===== src/rtl/dmem_arbiter.sv =====
// Two-port (A: load/store unit, B: DMA/debug) arbiter onto a single-port word memory.
// Define DMEM_FIXED_PRIO_EN for fixed A-over-B priority; the default is round-robin.
module dmem_arbiter #(
   parameter int MEM_DEPTH = 1028
) (
   input  logic        i_clk,
   input  logic        i_rstn,
   input  logic        i_a_req,
   input  logic        i_a_we,
   input  logic [1:0]  i_a_size,
   input  logic        i_a_unsigned,
   input  logic [12:0] i_a_addr,
   input  logic [31:0] i_a_wdata,
   output logic        o_a_gnt,
   output logic        o_a_rvalid,
   output logic        o_a_err,
   output logic [31:0] o_a_rdata,
   input  logic        i_b_req,
   input  logic        i_b_we,
   input  logic [1:0]  i_b_size,
   input  logic        i_b_unsigned,
   input  logic [12:0] i_b_addr,
   input  logic [31:0] i_b_wdata,
   output logic        o_b_gnt,
   output logic        o_b_rvalid,
   output logic        o_b_err,
   output logic [31:0] o_b_rdata,
   output logic        o_mem_write,
   output logic [10:0] o_mem_addr,
   output logic [31:0] o_mem_wdata,
   input  logic [31:0] i_mem_rdata
);

   localparam logic [11:0] DEPTH_W = 12'(MEM_DEPTH);

   typedef enum logic [1:0] {IDLE, ACCESS, RESP} state_t;

   state_t      state_q, state_d;
   logic        any_req, grant_b, grant_en;
   logic        owner_b_p0, we_p0, uns_p0;
   logic [1:0]  size_p0;
   logic [12:0] addr_p0;
   logic [31:0] wdata_p0;
   logic        acc_err;
   logic        err_p1;
   logic [31:0] rdata_p1;

   function automatic logic check_err(input logic [1:0] size, input logic [12:0] addr);
      logic bad;
      bad = 1'b0;
      case (size)
         2'b01:   bad = addr[0];
         2'b10:   bad = (addr[1:0] != 2'b00);
         2'b11:   bad = 1'b1;
         default: bad = 1'b0;
      endcase
      if ({1'b0, addr[12:2]} >= DEPTH_W) bad = 1'b1;
      return bad;
   endfunction

   function automatic logic [31:0] merge_store(input logic [31:0] old, input logic [31:0] wdata,
                                               input logic [1:0] size, input logic [1:0] off);
      logic [31:0] w;
      w = old;
      case (size)
         2'b00:   w[{off, 3'b000} +: 8] = wdata[7:0];
         2'b01:   w[{off[1], 4'b0000} +: 16] = wdata[15:0];
         default: w = wdata;
      endcase
      return w;
   endfunction

   function automatic logic [31:0] load_extend(input logic [31:0] word, input logic [1:0] size,
                                               input logic [1:0] off, input logic uns);
      logic [7:0]  b;
      logic [15:0] h;
      logic [31:0] r;
      b = word[{off, 3'b000} +: 8];
      h = word[{off[1], 4'b0000} +: 16];
      case (size)
         2'b00:   r = uns ? {24'h0, b} : {{24{b[7]}}, b};
         2'b01:   r = uns ? {16'h0, h} : {{16{h[15]}}, h};
         default: r = word;
      endcase
      return r;
   endfunction

   // Arbitration: gnt is only offered from IDLE and is masked while reset is held.
   assign any_req  = i_a_req | i_b_req;
   assign grant_en = (state_q == IDLE) && i_rstn && any_req;

`ifdef DMEM_FIXED_PRIO_EN
   assign grant_b = i_b_req && !i_a_req;
`else
   logic prefer_b_q;

   assign grant_b = i_b_req && (!i_a_req || prefer_b_q);

   always_ff @(posedge i_clk or negedge i_rstn) begin
      if (!i_rstn)       prefer_b_q <= 1'b0;
      else if (grant_en) prefer_b_q <= !grant_b;
   end
`endif

   assign o_a_gnt = grant_en && !grant_b;
   assign o_b_gnt = grant_en && grant_b;

   always_ff @(posedge i_clk or negedge i_rstn) begin
      if (!i_rstn) begin
         state_q    <= IDLE;
         owner_b_p0 <= 1'b0;
      end else begin
         state_q <= state_d;
         if (grant_en) owner_b_p0 <= grant_b;
      end
   end

   always_comb begin
      state_d = IDLE;
      case (state_q)
         IDLE:    state_d = any_req ? ACCESS : IDLE;
         ACCESS:  state_d = RESP;
         default: state_d = IDLE;
      endcase
   end

   // Stage 0: winner's request fields captured at grant.
   always_ff @(posedge i_clk) begin
      if (grant_en) begin
         we_p0    <= grant_b ? i_b_we       : i_a_we;
         size_p0  <= grant_b ? i_b_size     : i_a_size;
         uns_p0   <= grant_b ? i_b_unsigned : i_a_unsigned;
         addr_p0  <= grant_b ? i_b_addr     : i_a_addr;
         wdata_p0 <= grant_b ? i_b_wdata    : i_a_wdata;
      end
   end

   assign acc_err = check_err(size_p0, addr_p0);

   // Sub-word stores merge into the combinational read of the same word in one cycle.
   always_comb begin
      o_mem_write = 1'b0;
      o_mem_addr  = '0;
      o_mem_wdata = '0;
      if (state_q == ACCESS) begin
         o_mem_addr = addr_p0[12:2];
         if (we_p0 && !acc_err) begin
            o_mem_write = 1'b1;
            o_mem_wdata = merge_store(i_mem_rdata, wdata_p0, size_p0, addr_p0[1:0]);
         end
      end
   end

   // Stage 1: response captured at the end of ACCESS, presented during RESP.
   always_ff @(posedge i_clk) begin
      if (state_q == ACCESS) begin
         err_p1   <= acc_err;
         rdata_p1 <= (we_p0 || acc_err) ? 32'h0
                                         : load_extend(i_mem_rdata, size_p0, addr_p0[1:0], uns_p0);
      end
   end

   assign o_a_rvalid = (state_q == RESP) && !owner_b_p0;
   assign o_b_rvalid = (state_q == RESP) && owner_b_p0;
   assign o_a_err    = o_a_rvalid && err_p1;
   assign o_b_err    = o_b_rvalid && err_p1;
   assign o_a_rdata  = o_a_rvalid ? rdata_p1 : 32'h0;
   assign o_b_rdata  = o_b_rvalid ? rdata_p1 : 32'h0;

endmodule


===== config.mk =====
export PLATFORM = sky130hd
export DESIGN_NAME = dmem_arbiter
export DESIGN_NICKNAME = d
export VERILOG_FILES = /design/src/rtl/dmem_arbiter.sv
export SDC_FILE = /design/constraint.sdc
export NUM_CORES = 1
export LEC_CHECK = 0
export ABC_AREA = 1
export CAP_MARGIN = 40
export CORE_MARGIN = 2
export CORE_UTILIZATION = 44
export CTS_CLUSTER_SIZE = 24
export DETAILED_ROUTE_END_ITERATION = 10
export PLACE_DENSITY = 0.85
export SLEW_MARGIN = 10
export SYNTH_ARGS = -nofsm -noshare
export SYNTH_HDL_FRONTEND = slang
export SYNTH_SLANG_ARGS = --single-unit
export TNS_END_PERCENT = 100

===== constraint.sdc =====
create_clock -name i_clk -period 3.8 [get_ports i_clk]
set_input_delay 0.38 -clock i_clk [delete_from_list [all_inputs] [get_ports i_clk]]
set_output_delay 0.38 -clock i_clk [all_outputs]
set_load 0.05 [all_outputs]

==> impl_metrics.yaml <==
detailed_routing:
  wl_met2_um: 9340
  highest_layer: "met4"
  dr.pass1.iters: 7
  postRouteAntennaNets: 0
  drc: 0
  via_count: 6607
  wl_um: 19600
  viasPerCell: 5.07
  wl_met3_um: 1630
  drt-initial-drc-count: 595
  avgRoutedWirePerCell_um: 15.0
  wl_met1_um: 7920
setup_path:
  start_kind: "register"
  crit_fanout: 11
  rrSetupSlack_ns: 1.57
  cp.required_ns: 3.42
  arrival_ns: 2.67
  endpoint_kind: "primary output"
  crit_type: "reg2out"
sta:
  relSlewSlack: 0.477
  rsz0062_at_grt: "false"
  period_share: 0.803
  setup_tns_ns: 0
  tightest_slew_ns: 0.784
  finalSetupViolations: 0
  min_period_ns: 3.05
  fmax_ghz: 0.328
  timing_hold_violations_final: 0
  finalClockSkew_ns: 0.00964
  drv_slew: 0
floorplan:
  num_rows: 42
  initial_utilization: 0.452
  die_width_um: 121
  core_area_um2: 13300
  die_height_um: 121
  io_pins: 248
  die_area_um2: 14700
global_routing:
  grt_pass1_vias: 6137
  grt_max_degree: 51
  grt_antenna_before_repair: 0
  grt_overflow: 0
  grt_pass1_wl_um: 31000
  grt_use_total: 0.270
job:
  cap_violations: 0
power_and_ir_drop:
  finalPower_w: 0.00477
  power.density_nw_per_um2: 519
  p_leak_nw: 3.95
  irDropWorstVdd_v: 0.000289
clocking:
  cts_tree: "done"
  holdBufCountCts: 0
  h-tree-depth: 3
  ctsLongestPathBuffers: 2
  cts_setup_buffers: 0
  cts.sinks: 86
  clockRootBuffer: "clkbuf_16"
  insertion_delay_ns: 0.35
  clk_transition_reported_paths_ns: 0.06
  cts_resized: 0
  numCtsBuffers: 9
synth:
  syn_area_per_cell_um2: 6.76
  synth_edf_count: 82
  ys_seq_elements: 86
  ys_async_sr_fraction: 0.0465
  ys.warnings.count: 0
  syn_nets: 1033
  yosysSeqAreaShare: 0.424
  synthFlopType: "edfxtp_1"
  syn_inst: 894
  yosysUniqueCellTypes: 32
  syn_area_um2: 6040
final_layout:
  drive_above_1_share: 0.0799
  nNetsFinal: 1261
  diodes: 0
  area_growth_pct: 52.2
min_path:
  hp-class: "in2async"
run_status:
  status: "finished clean"
placed_design:
  io_buffers: 247
  place.gp.congestion: 0.906
  dp_hpwl_um: 15100
## final cells by class
class | instances | area, um2
inverters | 84 | 320
repair buffers | 259 | 2860
multi-input cells | 682 | 2940
fillers | 1137 | 4160
well taps | 176 | 220
clock buffers | 10 | 229
flip-flops and latches | 86 | 2560
clock inverters | 6 | 61.3
## critical path, cell delays in order, from the launching register on
cell and delay, ns:
edfxtp_1 0.53, inv_2 0.22, ha_1 0.19, clkinv_1 0.25
nor2_1 0.22, nand2_1 0.17, o21ai_0 0.22, a21oi_1 0.15
nor2_1 0.21, buf_12 0.17
## per-layer routing
metal  vias up  track usage
met3        54       0.0381
met5         -            0
li1       3283            -
met4         0        0.116
met2       351        0.453
met1      2919        0.348
## cell families (layout without fill, tap and decap cells)
| group | after synthesis | after routing | synth area share |
|---|---|---|---|
| buffers and inverters | 126 | 359 | 0.0891 |
| DFF | 86 | 86 | 0.424 |
| AOI/OAI and AO/OA | 114 | 114 | 0.105 |
| adders and majority gates | 5 | 5 | 0.0104 |
| and+or+nand+nor | 563 | 563 | 0.372 |
## sequential cells by signal, summed over array words and instances (netlist names)
| name | cells |
|---|---|
| prefer_b_q | 1 |
| err_p1 | 1 |
| we_p0 | 1 |
| state_q | 2 |
| wdata_p0 | 32 |
| uns_p0 | 1 |
| owner_b_p0 | 1 |
| rdata_p1 | 32 |
| addr_p0 | 13 |
| size_p0 | 2 |
## worst paths after layout
path                                 start              end  cells past startpoint
worst max-delay path            addr_p0[0]  o_mem_wdata[21]                      9
worst min-delay path                i_rstn       prefer_b_q                      1
worst max register to register  addr_p0[1]     rdata_p1[19]                      6
worst min register to register  state_q[1]       state_q[0]                      1
max in group asynchronous           i_rstn       state_q[1]                      1
min in group i_clk              state_q[1]       state_q[0]                      1
## synthesized netlist by cell type, types with 2 or more instances
cell type / count / area share
clkbuf_1: 23 / 0.014
inv_4: 2 / 0.0021
nor2_1: 174 / 0.11
nand2_1: 339 / 0.21
o211ai_1: 8 / 0.0099
a21oi_2: 10 / 0.015
buf_2: 9 / 0.0075
or2_2: 4 / 0.0041
edfxtp_1: 82 / 0.41
o21ai_1: 5 / 0.0041
nor3_1: 2 / 0.0017
dfrtp_1: 4 / 0.017
a21oi_1: 55 / 0.046
buf_4: 7 / 0.0087
buf_6: 3 / 0.0056
and2_1: 6 / 0.0062
nand2_4: 2 / 0.0037
nand3_1: 20 / 0.017
o21ai_0: 35 / 0.029
clkinv_1: 3 / 0.0019
inv_2: 4 / 0.0025
ha_1: 5 / 0.010
inv_1: 75 / 0.047
nand2_2: 2 / 0.0021
nand4_1: 8 / 0.0083
## per-stage QoR
stage	worst slack [ns]	area (um2)	hold slack, ns	cells	utilization
2_1_floorplan	0.185	6040	0.0844	894	-
3_3_place_gp	1.05	8820	0.476	1283	0.661
3_5_place_dp	1.03	8900	0.482	1287	0.667
4_1_cts	0.770	9190	0.246	1303	0.689
5_1_grt	0.560	9190	0.264	1303	0.689
6_report	0.750	9190	0.244	1303	0.689
## placed cells by master (no fill, tap or decap), drive strengths merged, types with 8 or more instances in the layout
cell           synthesis  routed
inv                   81      82
clkbuf                23      10
nand2                343     343
buf                   19      45
a21oi                 65      65
nor2                 176     176
o21ai                 41      41
clkdlybuf4s50          0     214
o211ai                 8       8
nand3                 22      22
nand4                  8       8
edfxtp                82      82
## report_power, final
part	switching [W]	leakage, nW	internal (W)
Sequential	0.0000982	0.825	0.00137
Combinational	0.00165	2.99	0.000782
Clock	0.000368	0.134	0.000507
Total	0.00211	3.95	0.00266
Note: power is estimated with default switching activity, not from simulation.
